## src/rtl/vc_resp_crossbar3.sv

```systemverilog
// vc_resp_crossbar3: registered, arbitrated 3x3 response crossbar.
// Routes responses from three targets back to three initiators. Each output
// has a round-robin arbiter and a one-entry buffer that can drain and refill
// in the same cycle.
//
// Ports:
//   clk, reset                 clock; synchronous active-low reset
//   in{0,1,2}_val/rdy          input handshake (rdy is combinational)
//   in{0,1,2}_msg/dest/domain  payload, destination (3 = illegal), domain tag
//   out{0,1,2}_val/rdy         output handshake (val is registered)
//   out{0,1,2}_msg/domain      buffered payload and its domain tag
//   drop_err                   sticky flag: an illegal-destination response was discarded
module vc_resp_crossbar3 #(
    parameter int unsigned p_nbits = 32
) (
    input  logic               clk,
    input  logic               reset,
    input  logic               in0_val,
    output logic               in0_rdy,
    input  logic [p_nbits-1:0] in0_msg,
    input  logic [1:0]         in0_dest,
    input  logic               in0_domain,
    input  logic               in1_val,
    output logic               in1_rdy,
    input  logic [p_nbits-1:0] in1_msg,
    input  logic [1:0]         in1_dest,
    input  logic               in1_domain,
    input  logic               in2_val,
    output logic               in2_rdy,
    input  logic [p_nbits-1:0] in2_msg,
    input  logic [1:0]         in2_dest,
    input  logic               in2_domain,
    output logic               out0_val,
    input  logic               out0_rdy,
    output logic [p_nbits-1:0] out0_msg,
    output logic               out0_domain,
    output logic               out1_val,
    input  logic               out1_rdy,
    output logic [p_nbits-1:0] out1_msg,
    output logic               out1_domain,
    output logic               out2_val,
    input  logic               out2_rdy,
    output logic [p_nbits-1:0] out2_msg,
    output logic               out2_domain,
    output logic               drop_err
);

    localparam int unsigned NPORTS = 3;
    localparam int unsigned PTR_W  = 2;

    // Port bundling into arrays so the arbiters can be written as loops.
    logic [NPORTS-1:0]  in_val_a;
    logic [NPORTS-1:0]  in_dom_a;
    logic [NPORTS-1:0]  out_rdy_a;
    logic [1:0]         in_dest_a [NPORTS];
    logic [p_nbits-1:0] in_msg_a  [NPORTS];
    logic [NPORTS-1:0]  in_rdy_c;

    assign in_val_a  = {in2_val, in1_val, in0_val};
    assign in_dom_a  = {in2_domain, in1_domain, in0_domain};
    assign out_rdy_a = {out2_rdy, out1_rdy, out0_rdy};
    assign in_dest_a[0] = in0_dest;
    assign in_dest_a[1] = in1_dest;
    assign in_dest_a[2] = in2_dest;
    assign in_msg_a[0]  = in0_msg;
    assign in_msg_a[1]  = in1_msg;
    assign in_msg_a[2]  = in2_msg;

    // Buffer, arbiter pointer and error-flag state.
    logic [NPORTS-1:0]  out_val_q, out_val_d;
    logic [NPORTS-1:0]  out_dom_q, out_dom_d;
    logic [p_nbits-1:0] out_msg_q [NPORTS];
    logic [p_nbits-1:0] out_msg_d [NPORTS];
    logic [PTR_W-1:0]   ptr_q     [NPORTS];
    logic [PTR_W-1:0]   ptr_d     [NPORTS];
    logic               drop_err_q, drop_err_d;

    // (base + off) mod 3 for operands in 0..2.
    function automatic logic [PTR_W-1:0] rr_add(input logic [PTR_W-1:0] base,
                                                input logic [PTR_W-1:0] off);
        logic [2:0] sum;
        sum = 3'(base) + 3'(off);
        if (sum >= 3'd3) begin
            sum = sum - 3'd3;
        end
        return PTR_W'(sum);
    endfunction

    // Arbitration, input ready, buffer load/drain and drop detection.
    always_comb begin : arb_comb
        logic             found;
        logic [PTR_W-1:0] idx;
        in_rdy_c   = '0;
        out_val_d  = out_val_q;
        out_dom_d  = out_dom_q;
        drop_err_d = drop_err_q;
        found      = 1'b0;
        idx        = '0;
        for (int j = 0; j < NPORTS; j++) begin
            out_msg_d[j] = out_msg_q[j];
            ptr_d[j]     = ptr_q[j];
        end

        for (int j = 0; j < NPORTS; j++) begin
            found = 1'b0;
            // No grants while reset is asserted: nothing may be accepted.
            if (reset && (!out_val_q[j] || out_rdy_a[j])) begin
                for (int k = 0; k < NPORTS; k++) begin
                    idx = rr_add(ptr_q[j], PTR_W'(k));
                    if (!found && in_val_a[idx] && (in_dest_a[idx] == 2'(j))) begin
                        found         = 1'b1;
                        in_rdy_c[idx] = 1'b1;
                        out_msg_d[j]  = in_msg_a[idx];
                        out_dom_d[j]  = in_dom_a[idx];
                        ptr_d[j]      = rr_add(idx, 2'd1);
                    end
                end
            end
            if (found) begin
                out_val_d[j] = 1'b1;
            end else if (out_val_q[j] && out_rdy_a[j]) begin
                out_val_d[j] = 1'b0;
            end
        end

        // Illegal destination: accept and discard, flag the error.
        for (int i = 0; i < NPORTS; i++) begin
            if (reset && in_val_a[i] && (in_dest_a[i] == 2'd3)) begin
                in_rdy_c[i] = 1'b1;
                drop_err_d  = 1'b1;
            end
        end
    end

    // State registers with synchronous active-low reset.
    always_ff @(posedge clk) begin
        if (!reset) begin
            out_val_q  <= '0;
            out_dom_q  <= '0;
            drop_err_q <= 1'b0;
            for (int j = 0; j < NPORTS; j++) begin
                out_msg_q[j] <= '0;
                ptr_q[j]     <= '0;
            end
        end else begin
            out_val_q  <= out_val_d;
            out_dom_q  <= out_dom_d;
            drop_err_q <= drop_err_d;
            for (int j = 0; j < NPORTS; j++) begin
                out_msg_q[j] <= out_msg_d[j];
                ptr_q[j]     <= ptr_d[j];
            end
        end
    end

    assign in0_rdy     = in_rdy_c[0];
    assign in1_rdy     = in_rdy_c[1];
    assign in2_rdy     = in_rdy_c[2];
    assign out0_val    = out_val_q[0];
    assign out1_val    = out_val_q[1];
    assign out2_val    = out_val_q[2];
    assign out0_msg    = out_msg_q[0];
    assign out1_msg    = out_msg_q[1];
    assign out2_msg    = out_msg_q[2];
    assign out0_domain = out_dom_q[0];
    assign out1_domain = out_dom_q[1];
    assign out2_domain = out_dom_q[2];
    assign drop_err    = drop_err_q;

endmodule

```

## config.mk

```make
export PLATFORM = sky130hd
export DESIGN_NAME = vc_resp_crossbar3
export DESIGN_NICKNAME = d
export VERILOG_FILES = /design/src/rtl/vc_resp_crossbar3.sv
export SDC_FILE = /design/constraint.sdc
export NUM_CORES = 1
export LEC_CHECK = 0
export CAP_MARGIN = 20
export CORE_UTILIZATION = 30
export DETAILED_ROUTE_END_ITERATION = 6
export PLACE_DENSITY_LB_ADDON = 0.2
export SLEW_MARGIN = 40
export SYNTH_ARGS = -nofsm -noshare
export SYNTH_HDL_FRONTEND = slang
export SYNTH_SLANG_ARGS = --single-unit
```

## constraint.sdc

```tcl
create_clock -name clk -period 2.8 [get_ports clk]
set_input_delay 0.28 -clock clk [delete_from_list [all_inputs] [get_ports clk]]
set_output_delay 0.28 -clock clk [all_outputs]
set_load 0.02 [all_outputs]
```

==> flow_metrics.env <==
export IMPL_status="finished, final reports clean"
export IMPL_worstSkewPairLatency_ns=0.39
export IMPL_worstMarginPinSlew_ns=0.888
export IMPL_die_area_um2=42400
export IMPL_yosys_warnings=0
export IMPL_initial_core_util_pct=30.5
export IMPL_detail_route_vias_per_cell=5.90
export IMPL_cts_sinks=109
export IMPL_fin_crit_sh_pct=98.8
export IMPL_syn_nets=2021
export IMPL_fin_area_um2=16400
export IMPL_period_needed_ns=2.77
export IMPL_placedCellCount=2535
export IMPL_wl_per_cell_um=23.2
export IMPL_die_w_um=206
export IMPL_ys_seq_area_share_pct=17.5
export IMPL_crit_path_cell_trace="inv_2 -> ha_4 -> inv_2 -> or4_4 -> a22oi_2 -> a41o_2 -> buf_4 -> a311oi_2 -> nand4b_1 -> buf_4"
export IMPL_track_usage_pct=27.3
export IMPL_relSlewSlack_pct=40.8
export IMPL_drv_slew=0
export IMPL_cts_buffers=9
export IMPL_place_congestion=0.860
export IMPL_num_vias=15200
export IMPL_whs_ns=0.301
export IMPL_p_leak_nw=5.67
export IMPL_cts_root_buf="clkbuf_16"
export IMPL_drive_gt1_share_pct=12.3
export IMPL_overflow=0
export IMPL_critical_path_top_delay_family="simple AND/OR/NAND/NOR gates"
export IMPL_first_pass_iters=5
export IMPL_syn_avg_cell_area_um2=6.58
export IMPL_clk_path_buf_depth=2
export IMPL_worstPathRequired_ns=2.52
export IMPL_multi_input_area_um2=9490
export IMPL_async_flop_share_pct=0
export IMPL_p_per_area_nw_per_um2=951
export IMPL_skew_ns=0.0165
export IMPL_final_util_pct=40.1
export IMPL_synth_top_flop_cell="dfxtp_1"
export IMPL_hold_viol_final=0
export IMPL_nFillCells=4271
export IMPL_clkSlewWorstSetupHoldPaths_ns=0.09
export IMPL_htreeDepth=3
export IMPL_ant_nets=0
export IMPL_regArea_um2=2190
export IMPL_port_buffer_count=218
export IMPL_finalNetCount=2155
export IMPL_area_growth_pct=31.6
export IMPL_setup_viol=0
export IMPL_endpoint_kind="primary output"
export IMPL_fin_tns_setup_ns=0
export IMPL_crit_path_max_incr_delay_ns=0.50
export IMPL_rows=74
export IMPL_placed_area_um2=15700
export IMPL_grt_pass1_vias=14300
export IMPL_cp_start_kind="flip-flop"
export IMPL_drc_errors=0
export IMPL_ir_drop_v=0.00111
export IMPL_max_freq_mhz=361
export IMPL_synth_cells=1896
export IMPL_synth_seq_cells=109
export IMPL_die_y_um=206
export IMPL_slowest_stage="or4_4"
export IMPL_maxCapViolations=0
export IMPL_grt_setup_unrepaired="true"
export IMPL_dr_first_iter_drc_count=1208
export IMPL_grt_pass1_wl_um=88700
export IMPL_final_cells=2570
export IMPL_synth_edf_count=0
export IMPL_core_area_um2=40900
export IMPL_grt_max_degree=104
export IMPL_post_dp_hpwl_um=39400
export IMPL_critPathBufInv=4
export IMPL_crit_type="reg -> out"
export IMPL_synth_cell_type_count=72
export IMPL_netlist_area_um2=12500
export IMPL_cp_arrival_ns=2.49
export IMPL_path_max_fanout=4
export IMPL_antenna_found_initial=5
export IMPL_wl_um=59600
export IMPL_ios=219
export IMPL_min_path_type="in -> reg"
export IMPL_tritoncts="built"
==> what timing repair did <==
item                       CTS  global route
hold endpoints to repair     0             0
setup endpoints to repair    3            62
resized for setup           34            29
pin swaps                   10            18
setup buffers               11             7
gates cloned                 0             3
hold buffers                 0             0
==> cell type report <==
cell class	instances	share of cell area, %
Antenna cell	3	0.0457
Clock buffer	13	1.71
Clock inverter	3	0.305
Inverter	14	0.320
Multi-Input combinational cell	1516	57.8
Sequential cell	109	13.3
Tap cell	532	4.05
Timing Repair Buffer	380	22.4
==> state kept, by name, indices dropped and copies added (netlist names) <==
register / flops
out_msg_q: 96
ptr_q: 6
out_dom_q: 3
out_val_q: 3
drop_err: 1
==> cell families (layout without fill, tap and decap cells) <==
family | Yosys count | in the layout | synth area share [%]
multiplexers | 163 | 163 | 13.1
AND/OR/NAND/NOR | 560 | 560 | 20.4
buffers and inverters | 271 | 410 | 9.37
other | 0 | 3 | 0
flip-flops | 109 | 109 | 17.5
adder cells (fa/ha/maj) | 13 | 13 | 1.28
AO/OA/AOI/OAI | 780 | 780 | 38.4
==> tightest hold or removal path: cells and delay by family <==
kind	cells	cell delay, ns
compound gates	1	0.07
buf+inv	1	0.19
simple gates	1	0.09
==> worst paths after layout <==
check,start,endpoint,slack (ns),depth (start not counted)
worst max-delay path,ptr_q[0][4],in2_rdy,0.03,10
worst min-delay path,reset,out_msg_q[0][25],0.30,3
worst max register to register,ptr_q[0][0],out_msg_q[0][10],0.14,12
worst min register to register,out_msg_q[0][30],out_msg_q[0][30],0.49,2
==> power by group <==
part           switching [mW]  leakage [nW]  internal [mW]  total [mW]
logic                    6.63          4.60           4.71        11.3
registers               0.538         0.902           2.16        2.69
clock network           0.763         0.164          0.805        1.57
==> cell usage after synthesis (24+ instances only) <==
master | count | area share, %
mux2i_1 | 162 | 13
clkbuf_1 | 173 | 5.2
o22ai_1 | 39 | 2.0
a31oi_1 | 70 | 3.5
nand2_1 | 296 | 8.9
o21ai_0 | 158 | 6.3
o211ai_1 | 134 | 8.1
a221o_1 | 24 | 1.9
dfxtp_1 | 109 | 17
a21oi_1 | 271 | 11
nor2_1 | 130 | 3.9
buf_2 | 55 | 2.2
nor2b_1 | 74 | 3.7
==> cell usage in the layout, fill, tap and decap left out, drive strengths merged, types with 3 or more instances in the layout <==
| cell | count |
|---|---|
| a2111oi | 11 |
| a211oi | 16 |
| a21o | 3 |
| a21oi | 273 |
| a221o | 24 |
| a31o | 3 |
| a31oi | 71 |
| a41oi | 3 |
| and3b | 5 |
| buf | 164 |
| clkbuf | 15 |
| clkdlybuf4s50 | 213 |
| dfxtp | 109 |
| diode | 3 |
| ha | 12 |
| inv | 15 |
| mux2i | 162 |
| nand2 | 297 |
| nand2b | 4 |
| nand3 | 7 |
| nand3b | 6 |
| nand4 | 3 |
| nand4b | 3 |
| nor2 | 131 |
| nor2b | 74 |
| nor3 | 5 |
| nor3b | 3 |
| nor4b | 6 |
| o2111ai | 3 |
| o211ai | 134 |
| o21a | 14 |
| o21ai | 160 |
| o221ai | 3 |
| o22ai | 39 |
| o31ai | 4 |
| o32ai | 4 |
| or4 | 3 |
==> per-stage QoR <==
stage                     total power, mW  setup WS [ns]
final                                15.6         0.0324
after global routing                 16.7        -0.0415
after CTS                            15.4       0.000189
after detailed placement             13.7         -0.424
after global placement               13.5         -0.399
after floorplan                      9.54          0.149
==> layer usage <==
metal,share of wire (%),vias up,global-route usage [%]
met5,0.039,-,0
met4,2.7,4,8.59
met3,7.3,85,4.56
li1,-,7156,-
met2,46,607,44.6
met1,44,7299,36.3
Power figures use the tool's default switching activity.
